===== src/rtl/fifo_arb_pkg.sv =====
// Shared types and helpers for the async-FIFO write-side arbiter.
// FIFO word layout is {id, last, data}; field offsets derive from the payload width.
package fifo_arb_pkg;

  typedef enum logic {
    IDLE  = 1'b0,
    BURST = 1'b1
  } arb_state_e;

  function automatic int unsigned id_lsb(input int unsigned dw);
    return dw + 1;
  endfunction

  function automatic int unsigned last_bit(input int unsigned dw);
    return dw;
  endfunction

  function automatic int unsigned clog2(input int unsigned n);
    int unsigned r;
    r = 0;
    while ((1 << r) < n) r++;
    return r;
  endfunction

endpackage


===== src/rtl/fifo_wr_arbiter_if.sv =====
// Requester/FIFO-side signal bundle for fifo_wr_arbiter.
// master = the arbiter, slave = requesters plus FIFO write port.
interface fifo_wr_arbiter_if #(
  parameter int unsigned NREQ = 4,
  parameter int unsigned DW   = 8,
  parameter int unsigned IDW  = 2
);
  localparam int unsigned FW = DW + IDW + 1;

  logic [NREQ-1:0]    req_valid;
  logic [NREQ-1:0]    req_last;
  logic [NREQ*DW-1:0] req_data;
  logic [NREQ-1:0]    req_ready;
  logic               winc;
  logic [FW-1:0]      wdata;
  logic               wfull;
  logic               awfull;
  logic [IDW-1:0]     grant_id;
  logic               busy;

  modport master (
    input  req_valid, req_last, req_data, wfull, awfull,
    output req_ready, winc, wdata, grant_id, busy
  );

  modport slave (
    output req_valid, req_last, req_data, wfull, awfull,
    input  req_ready, winc, wdata, grant_id, busy
  );
endinterface


===== src/rtl/rr_pick.sv =====
// Combinational round-robin picker: first asserted req searching from ptr+1 upward, modulo NREQ.
module rr_pick #(
  parameter int unsigned NREQ = 4,
  parameter int unsigned IDW  = 2
) (
  input  logic [NREQ-1:0] req,
  input  logic [IDW-1:0]  ptr,
  output logic [IDW-1:0]  gnt_id,
  output logic            any
);

  always_comb begin
    int unsigned idx;
    gnt_id = '0;
    any    = 1'b0;
    idx    = 0;
    for (int unsigned k = 1; k <= NREQ; k++) begin
      idx = (32'(ptr) + k) % NREQ;
      if (!any && req[idx[IDW-1:0]]) begin
        any    = 1'b1;
        gnt_id = idx[IDW-1:0];
      end
    end
  end

endmodule


===== src/rtl/fifo_wr_arbiter.sv =====
// Packet-atomic round-robin arbiter sharing one async-FIFO write port among NREQ sources.
// Each FIFO word is {source id, last, payload} so the read side can demultiplex.
import fifo_arb_pkg::*;

module fifo_wr_arbiter #(
  parameter int unsigned NREQ = 4,
  parameter int unsigned DW   = 8,
  parameter int unsigned IDW  = 2
) (
  input logic               wclk,
  input logic               wrst_n,
  fifo_wr_arbiter_if.master bus
);

  localparam int unsigned FW       = DW + IDW + 1;
  localparam int unsigned ID_LSB   = id_lsb(DW);
  localparam int unsigned LAST_BIT = last_bit(DW);

  if (IDW != clog2(NREQ)) begin : g_bad_idw
    $error("fifo_wr_arbiter: IDW must equal clog2(NREQ)");
  end

  arb_state_e      state, state_nxt;
  logic [IDW-1:0]  grant_q;
  logic [IDW-1:0]  rr_ptr;
  logic [IDW-1:0]  pick_id;
  logic            pick_any;
  logic [7:0]      beat_cnt;
  logic            g_valid;
  logic            g_last;
  logic [DW-1:0]   g_data;
  logic            accept;
  logic            start;
  logic [NREQ-1:0] ready;
  logic [FW-1:0]   wd;

  rr_pick #(.NREQ(NREQ), .IDW(IDW)) u_pick (
    .req    (bus.req_valid),
    .ptr    (rr_ptr),
    .gnt_id (pick_id),
    .any    (pick_any)
  );

  assign g_valid = bus.req_valid[grant_q];
  assign g_last  = bus.req_last[grant_q];
  assign g_data  = bus.req_data[grant_q*DW +: DW];

  // awfull gates only the start of a packet; an owned packet is never split
  always_comb begin
    state_nxt = state;
    start     = 1'b0;
    accept    = 1'b0;
    ready     = '0;
    wd        = '0;
    unique case (state)
      IDLE: begin
        if (pick_any && !bus.wfull && !bus.awfull) begin
          start     = 1'b1;
          state_nxt = BURST;
        end
      end
      BURST: begin
        accept         = g_valid & ~bus.wfull;
        ready[grant_q] = accept;
        if (accept) begin
          wd[ID_LSB +: IDW] = grant_q;
          wd[LAST_BIT]      = g_last;
          wd[DW-1:0]        = g_data;
          if (g_last) state_nxt = IDLE;
        end
      end
      default: state_nxt = IDLE;
    endcase
  end

  always_ff @(posedge wclk or negedge wrst_n) begin
    if (!wrst_n) state <= IDLE;
    else         state <= state_nxt;
  end

  always_ff @(posedge wclk or negedge wrst_n) begin
    if (!wrst_n) begin
      rr_ptr   <= IDW'(NREQ - 1);
      grant_q  <= '0;
      beat_cnt <= '0;
    end else begin
      if (start) grant_q <= pick_id;
      if (accept && g_last) begin
        rr_ptr   <= grant_q;
        beat_cnt <= '0;
      end else if (accept && beat_cnt != 8'hFF) begin
        beat_cnt <= beat_cnt + 8'd1;
      end
    end
  end

  assign bus.req_ready = ready;
  assign bus.winc      = accept;
  assign bus.wdata     = wd;
  assign bus.grant_id  = grant_q;
  assign bus.busy      = (state == BURST);

  a_hold: assert property (@(posedge wclk) disable iff (!wrst_n)
    (state == BURST && g_valid && !accept) |=> (g_valid && $stable(g_last) && $stable(g_data)));

  a_cnt_idle: assert property (@(posedge wclk) disable iff (!wrst_n)
    (state == IDLE) |-> (beat_cnt == 8'd0));

endmodule


===== src/flat_wrapper.sv =====
// flat-port wrapper written by rule: the top's interface ports become plain ports
module fifo_wr_arbiter_flat 
#(
  parameter int unsigned NREQ = 4,
  parameter int unsigned DW   = 8,
  parameter int unsigned IDW  = 2
)
  (wclk, wrst_n, bus_req_valid, bus_req_last, bus_req_data, bus_wfull, bus_awfull, bus_req_ready, bus_winc, bus_wdata, bus_grant_id, bus_busy);
  fifo_wr_arbiter_if #(.NREQ(NREQ), .DW(DW), .IDW(IDW)) bus_i ();
  input logic wclk;
  input logic wrst_n;
  input wire logic [$bits(bus_i.req_valid)-1:0] bus_req_valid;
  input wire logic [$bits(bus_i.req_last)-1:0] bus_req_last;
  input wire logic [$bits(bus_i.req_data)-1:0] bus_req_data;
  input wire logic [$bits(bus_i.wfull)-1:0] bus_wfull;
  input wire logic [$bits(bus_i.awfull)-1:0] bus_awfull;
  output wire logic [$bits(bus_i.req_ready)-1:0] bus_req_ready;
  output wire logic [$bits(bus_i.winc)-1:0] bus_winc;
  output wire logic [$bits(bus_i.wdata)-1:0] bus_wdata;
  output wire logic [$bits(bus_i.grant_id)-1:0] bus_grant_id;
  output wire logic [$bits(bus_i.busy)-1:0] bus_busy;
  assign bus_i.req_valid = bus_req_valid;
  assign bus_i.req_last = bus_req_last;
  assign bus_i.req_data = bus_req_data;
  assign bus_i.wfull = bus_wfull;
  assign bus_i.awfull = bus_awfull;
  assign bus_req_ready = bus_i.req_ready;
  assign bus_winc = bus_i.winc;
  assign bus_wdata = bus_i.wdata;
  assign bus_grant_id = bus_i.grant_id;
  assign bus_busy = bus_i.busy;
  fifo_wr_arbiter #(.NREQ(NREQ), .DW(DW), .IDW(IDW)) u_core (.wclk(wclk), .wrst_n(wrst_n), .bus(bus_i));
endmodule

===== config.mk =====
export PLATFORM = sky130hd
export DESIGN_NAME = fifo_wr_arbiter_flat
export DESIGN_NICKNAME = d
export VERILOG_FILES = /design/src/rtl/fifo_arb_pkg.sv /design/src/rtl/fifo_wr_arbiter_if.sv /design/src/rtl/rr_pick.sv /design/src/rtl/fifo_wr_arbiter.sv /design/src/flat_wrapper.sv
export SDC_FILE = /design/constraint.sdc
export NUM_CORES = 1
export LEC_CHECK = 0
export CAP_MARGIN = 5
export CELL_PAD_IN_SITES_DETAIL_PLACEMENT = 1
export CELL_PAD_IN_SITES_GLOBAL_PLACEMENT = 1
export CORE_MARGIN = 10
export CORE_UTILIZATION = 21
export DETAILED_ROUTE_END_ITERATION = 6
export PLACE_DENSITY = 0.76
export SETUP_SLACK_MARGIN = 0.5
export SYNTH_ARGS = -nofsm -noshare
export SYNTH_HDL_FRONTEND = slang
export SYNTH_SLANG_ARGS = --single-unit

===== constraint.sdc =====
create_clock -name wclk -period 2.05 [get_ports wclk]
set_clock_uncertainty 0.2 [all_clocks]
set_input_delay 0.41 -clock wclk [delete_from_list [all_inputs] [get_ports wclk]]
set_output_delay 0.41 -clock wclk [all_outputs]
set_load 0.02 [all_outputs]

==> run summary <==
The proportion of register bits with asynchronous set or reset after synthesis is 100%, and the number of filler instances in the final layout is 307. Number of max-slew violations in the final report: 0. After the flow finishes, the layout carries non-filler instances totaling 196.

The run gives 0.779 as the global placer's final weighted congestion. Sequential fraction of design power: 11.2%. Die outline width: 76.9 µm. The initial antenna violation count is 0, and the shortest period the worst path allows is 2.28 ns.

A synthesized cell averages 11.3 µm². The count of nets left with antenna violations once routing finished came out at 0. The latest clock arrival within the worst-skew pair was 0.23 ns. mux4_2 takes more of the synthesized area than any other cell.

The reported leakage power was 0.804 nW. Startpoint-to-endpoint class of the critical path: reg -> out. Clock tree synthesis inserted a total of 3 buffers. Data on the critical path is required at its endpoint by 1.44 ns.

The via-per-instance ratio works out to 4.69. The share of total power dissipated in combinational logic is 83.7%. At the pin with the least slew margin, the transition time is 0.334 ns. The flop and latch count out of synthesis was 5. Final setup violation count: 17. The number of nets handed over by synthesis was 104. After synthesis, the most frequently instantiated cells are 10 x nor2b_1, 9 x mux4_2, 4 x mux2_2, 4 x nor2_1. The CTS sink count was 5. The path class of the tightest hold or removal check is in -> async.

After Yosys synthesis, full adders, half adders and majority gates account for 0% of the synthesized area. The area growth from synthesis to layout is 177%. Number of global-route vias before repair: 1001. Entering global routing, the biggest net connects 14 pins.

The number of inserted diodes was 0. In this run the clock root is driven by a clkbuf_4. For the count of cell types in the netlist, the log shows 27.

The number of enable flip-flop cells after synthesis is 0. The worst path uses 111% of the clock period. The final net count is 197.

Total chip power: 2.20 mW. TritonCTS built the clock tree. The run gives 77.6% as the headroom to the max-slew limit.

Number of failing hold endpoints at the final stage: 0. The setup check on the worst reg-to-reg path leaves a slack of -0.05 ns. STA classifies the critical path startpoint as a flop. After legalization and detailed placement, the total HPWL measured 2.79 mm. The internal portion of the total power is 1.36 mW. Total track usage: 12.8%. After global routing the overflow that remains totals 0.

Power density normalized to cell area: 1170 nW/µm². The first global-routing pass estimated 6.11 mm of wire. For the buffer depth of the longest clock path, the log shows 2.

After Yosys synthesis, XOR and XNOR cells account for 0% of the synthesized area. For this block, the initial DRC count from the detailed router was 22. Derived from the worst setup path, the maximum achievable clock frequency is 438 MHz. The fraction of the mapped netlist area in compound gates is 8.10%, and the number of buffer cells added on primary ports is 62. The effective utilization at floorplan was 22.1%; the remaining routing DRC violations was 0.

The netlist area before placement came out at 679 µm². The total area inside the core boundary comes to 3080 µm². The H-tree depth was 1; the number of instances in the placed design was 177.

Yosys printed 0 warnings. After clock tree synthesis, the clock-pin slew on the worst setup and hold paths is 0.04 ns. The first TritonRoute pass finished after 4 iterations. The die extent in y was 76.9 µm; the cell row count was 20.

The share of Yosys cell area claimed by the top area cell type works out to 29.8%. The final reports fail on negative setup slack. At the placement stage, the worst setup path has a slack of -0.767 ns. Synthesis produced a netlist whose cell count is 60. Across the run, the number of max-cap violations was 0. The slack of the critical path is -0.235 ns, and the net switching power of the design is 836 µW. The run finished, with violations left. The final layout contains routed wiring with a total length of 4.48 mm. The dominant combinational cell family by area after synthesis is multiplexers.

Along the worst path, the maximum fanout reaches 8. The worst setup path is captured at an output pin. The wire length per cell came out at 22.9 µm. The switching part of the total was 38.0%.

nor2b_1 is the most common cell in the netlist. The fraction of layout cells with a size suffix above 1 is 65.8%. Data arrives at the worst endpoint at 1.67 ns. The portion of netlist area occupied by mux cells was 43.1%; the number of placed I/O pins was 63. The share of total power dissipated in the clock network is 5.1%.

For this run, the register share of the synthesized area comes to 18.8%. The die covers 5910 µm². The run gives 919 as the total number of vias.

The synthesized netlist devotes 24.9% of its cell area to simple gates. In the post-synthesis netlist, the biggest area contributors are mux4_2 30%, dfrtp_1 11%, nor2b_1 9.2%. VDD sags by at most 0.000561 V. The dominant synthesized flop cell is dfrtp_1. Setup repair after global routing could not meet its margin everywhere.
## repair_timing
action                     4_1_cts  5_1_grt
setup endpoints to repair       24       24
hold buffers                     0        0
cloned                           1        0
pin swaps                        7        7
resized for setup              151       12
setup buffers                    5        9
## power by group through the flow
stage	Sequential (mW)	Combinational (mW)	Clock (mW)
2_1_floorplan	0.259	0.779	0
3_3_place_gp	0.240	1.30	0
3_5_place_dp	0.244	1.32	0
4_1_cts	0.237	1.66	0.117
5_1_grt	0.250	1.94	0.127
6_report	0.246	1.84	0.111
## through the flow
step                      utilization, %  TNS (ns)  hold slack (ns)  cell area [µm²]
final                               61.1     -2.54            0.197             1880
after global routing                61.1     -3.21            0.215             1880
after detailed placement            49.7    -12.32            0.434             1530
after CTS                           57.6     -2.17            0.201             1770
after global placement              49.7    -11.74            0.431             1530
after floorplan                        -         0          -0.0856              758
## critical path: stages (launching register included)
cell,delay [ns]
dfrtp_2,0.46
buf_12,0.17
mux4_2,0.52
nor2b_4,0.16
buf_6,0.12
## routing by layer
metal | GRT usage (%) | vias to the layer above | part of all wire [%]
li1 | - | 414 | -
met1 | 13.9 | 458 | 38
met2 | 22.8 | 45 | 52
met3 | 5.36 | 2 | 9.1
met4 | 2.23 | 0 | 0.78
met5 | 0 | - | 0
## cells in the final DEF, fill, tap and decap left out, types with 2 or more instances in the layout
master | netlist | routed
mux2_4 | 3 | 7
clkdlybuf4s15_1 | 0 | 2
clkdlybuf4s50_1 | 0 | 37
and3_4 | 0 | 2
dfrtp_2 | 0 | 3
nor2b_2 | 0 | 2
buf_12 | 0 | 4
nor2_1 | 4 | 2
clkbuf_4 | 0 | 3
nor4_4 | 0 | 2
buf_6 | 1 | 32
dlygate4sd2_1 | 0 | 3
nand2_2 | 0 | 2
mux4_2 | 9 | 9
nand2b_1 | 2 | 2
buf_4 | 1 | 11
nor2b_4 | 1 | 9
dfstp_2 | 2 | 2
## flip-flops by register name (all words and copies together), names as in the netlist
name,flops
u_core.bus.busy,1
u_core.bus.grant_id,2
u_core.rr_ptr,2
## cell families (layout without fill, tap and decap cells)
kind of cell / Yosys count / count (layout)
AND/OR/NAND/NOR: 27 / 27
multiplexers: 16 / 16
flip-flops: 5 / 5
buffers and inverters: 6 / 98
AO/OA/AOI/OAI: 6 / 6
## layout make-up
| cell class | count | area [µm²] | share of cell area (%) |
|---|---|---|---|
| multi-input combinational | 49 | 671 | 35.7 |
| inverter | 2 | 10.0 | 0.532 |
| clock buffer | 4 | 26.3 | 1.40 |
| timing repair buffer | 92 | 987 | 52.5 |
| tap | 44 | 55.1 | 2.93 |
| sequential | 5 | 131 | 6.99 |
## final timing paths
kind                       cells after the start                    from                      to
max                                            4  u_core.bus.grant_id[0]            bus_wdata[8]
min                                            1                  wrst_n  u_core.bus.grant_id[0]
max reg2reg                                    6  u_core.bus.grant_id[0]        u_core.rr_ptr[1]
min reg2reg                                    1        u_core.rr_ptr[0]        u_core.rr_ptr[0]
max in group asynchronous                      1                  wrst_n        u_core.rr_ptr[1]
min in group wclk                              1        u_core.rr_ptr[0]        u_core.rr_ptr[0]
(Power assumes the default switching activity.)
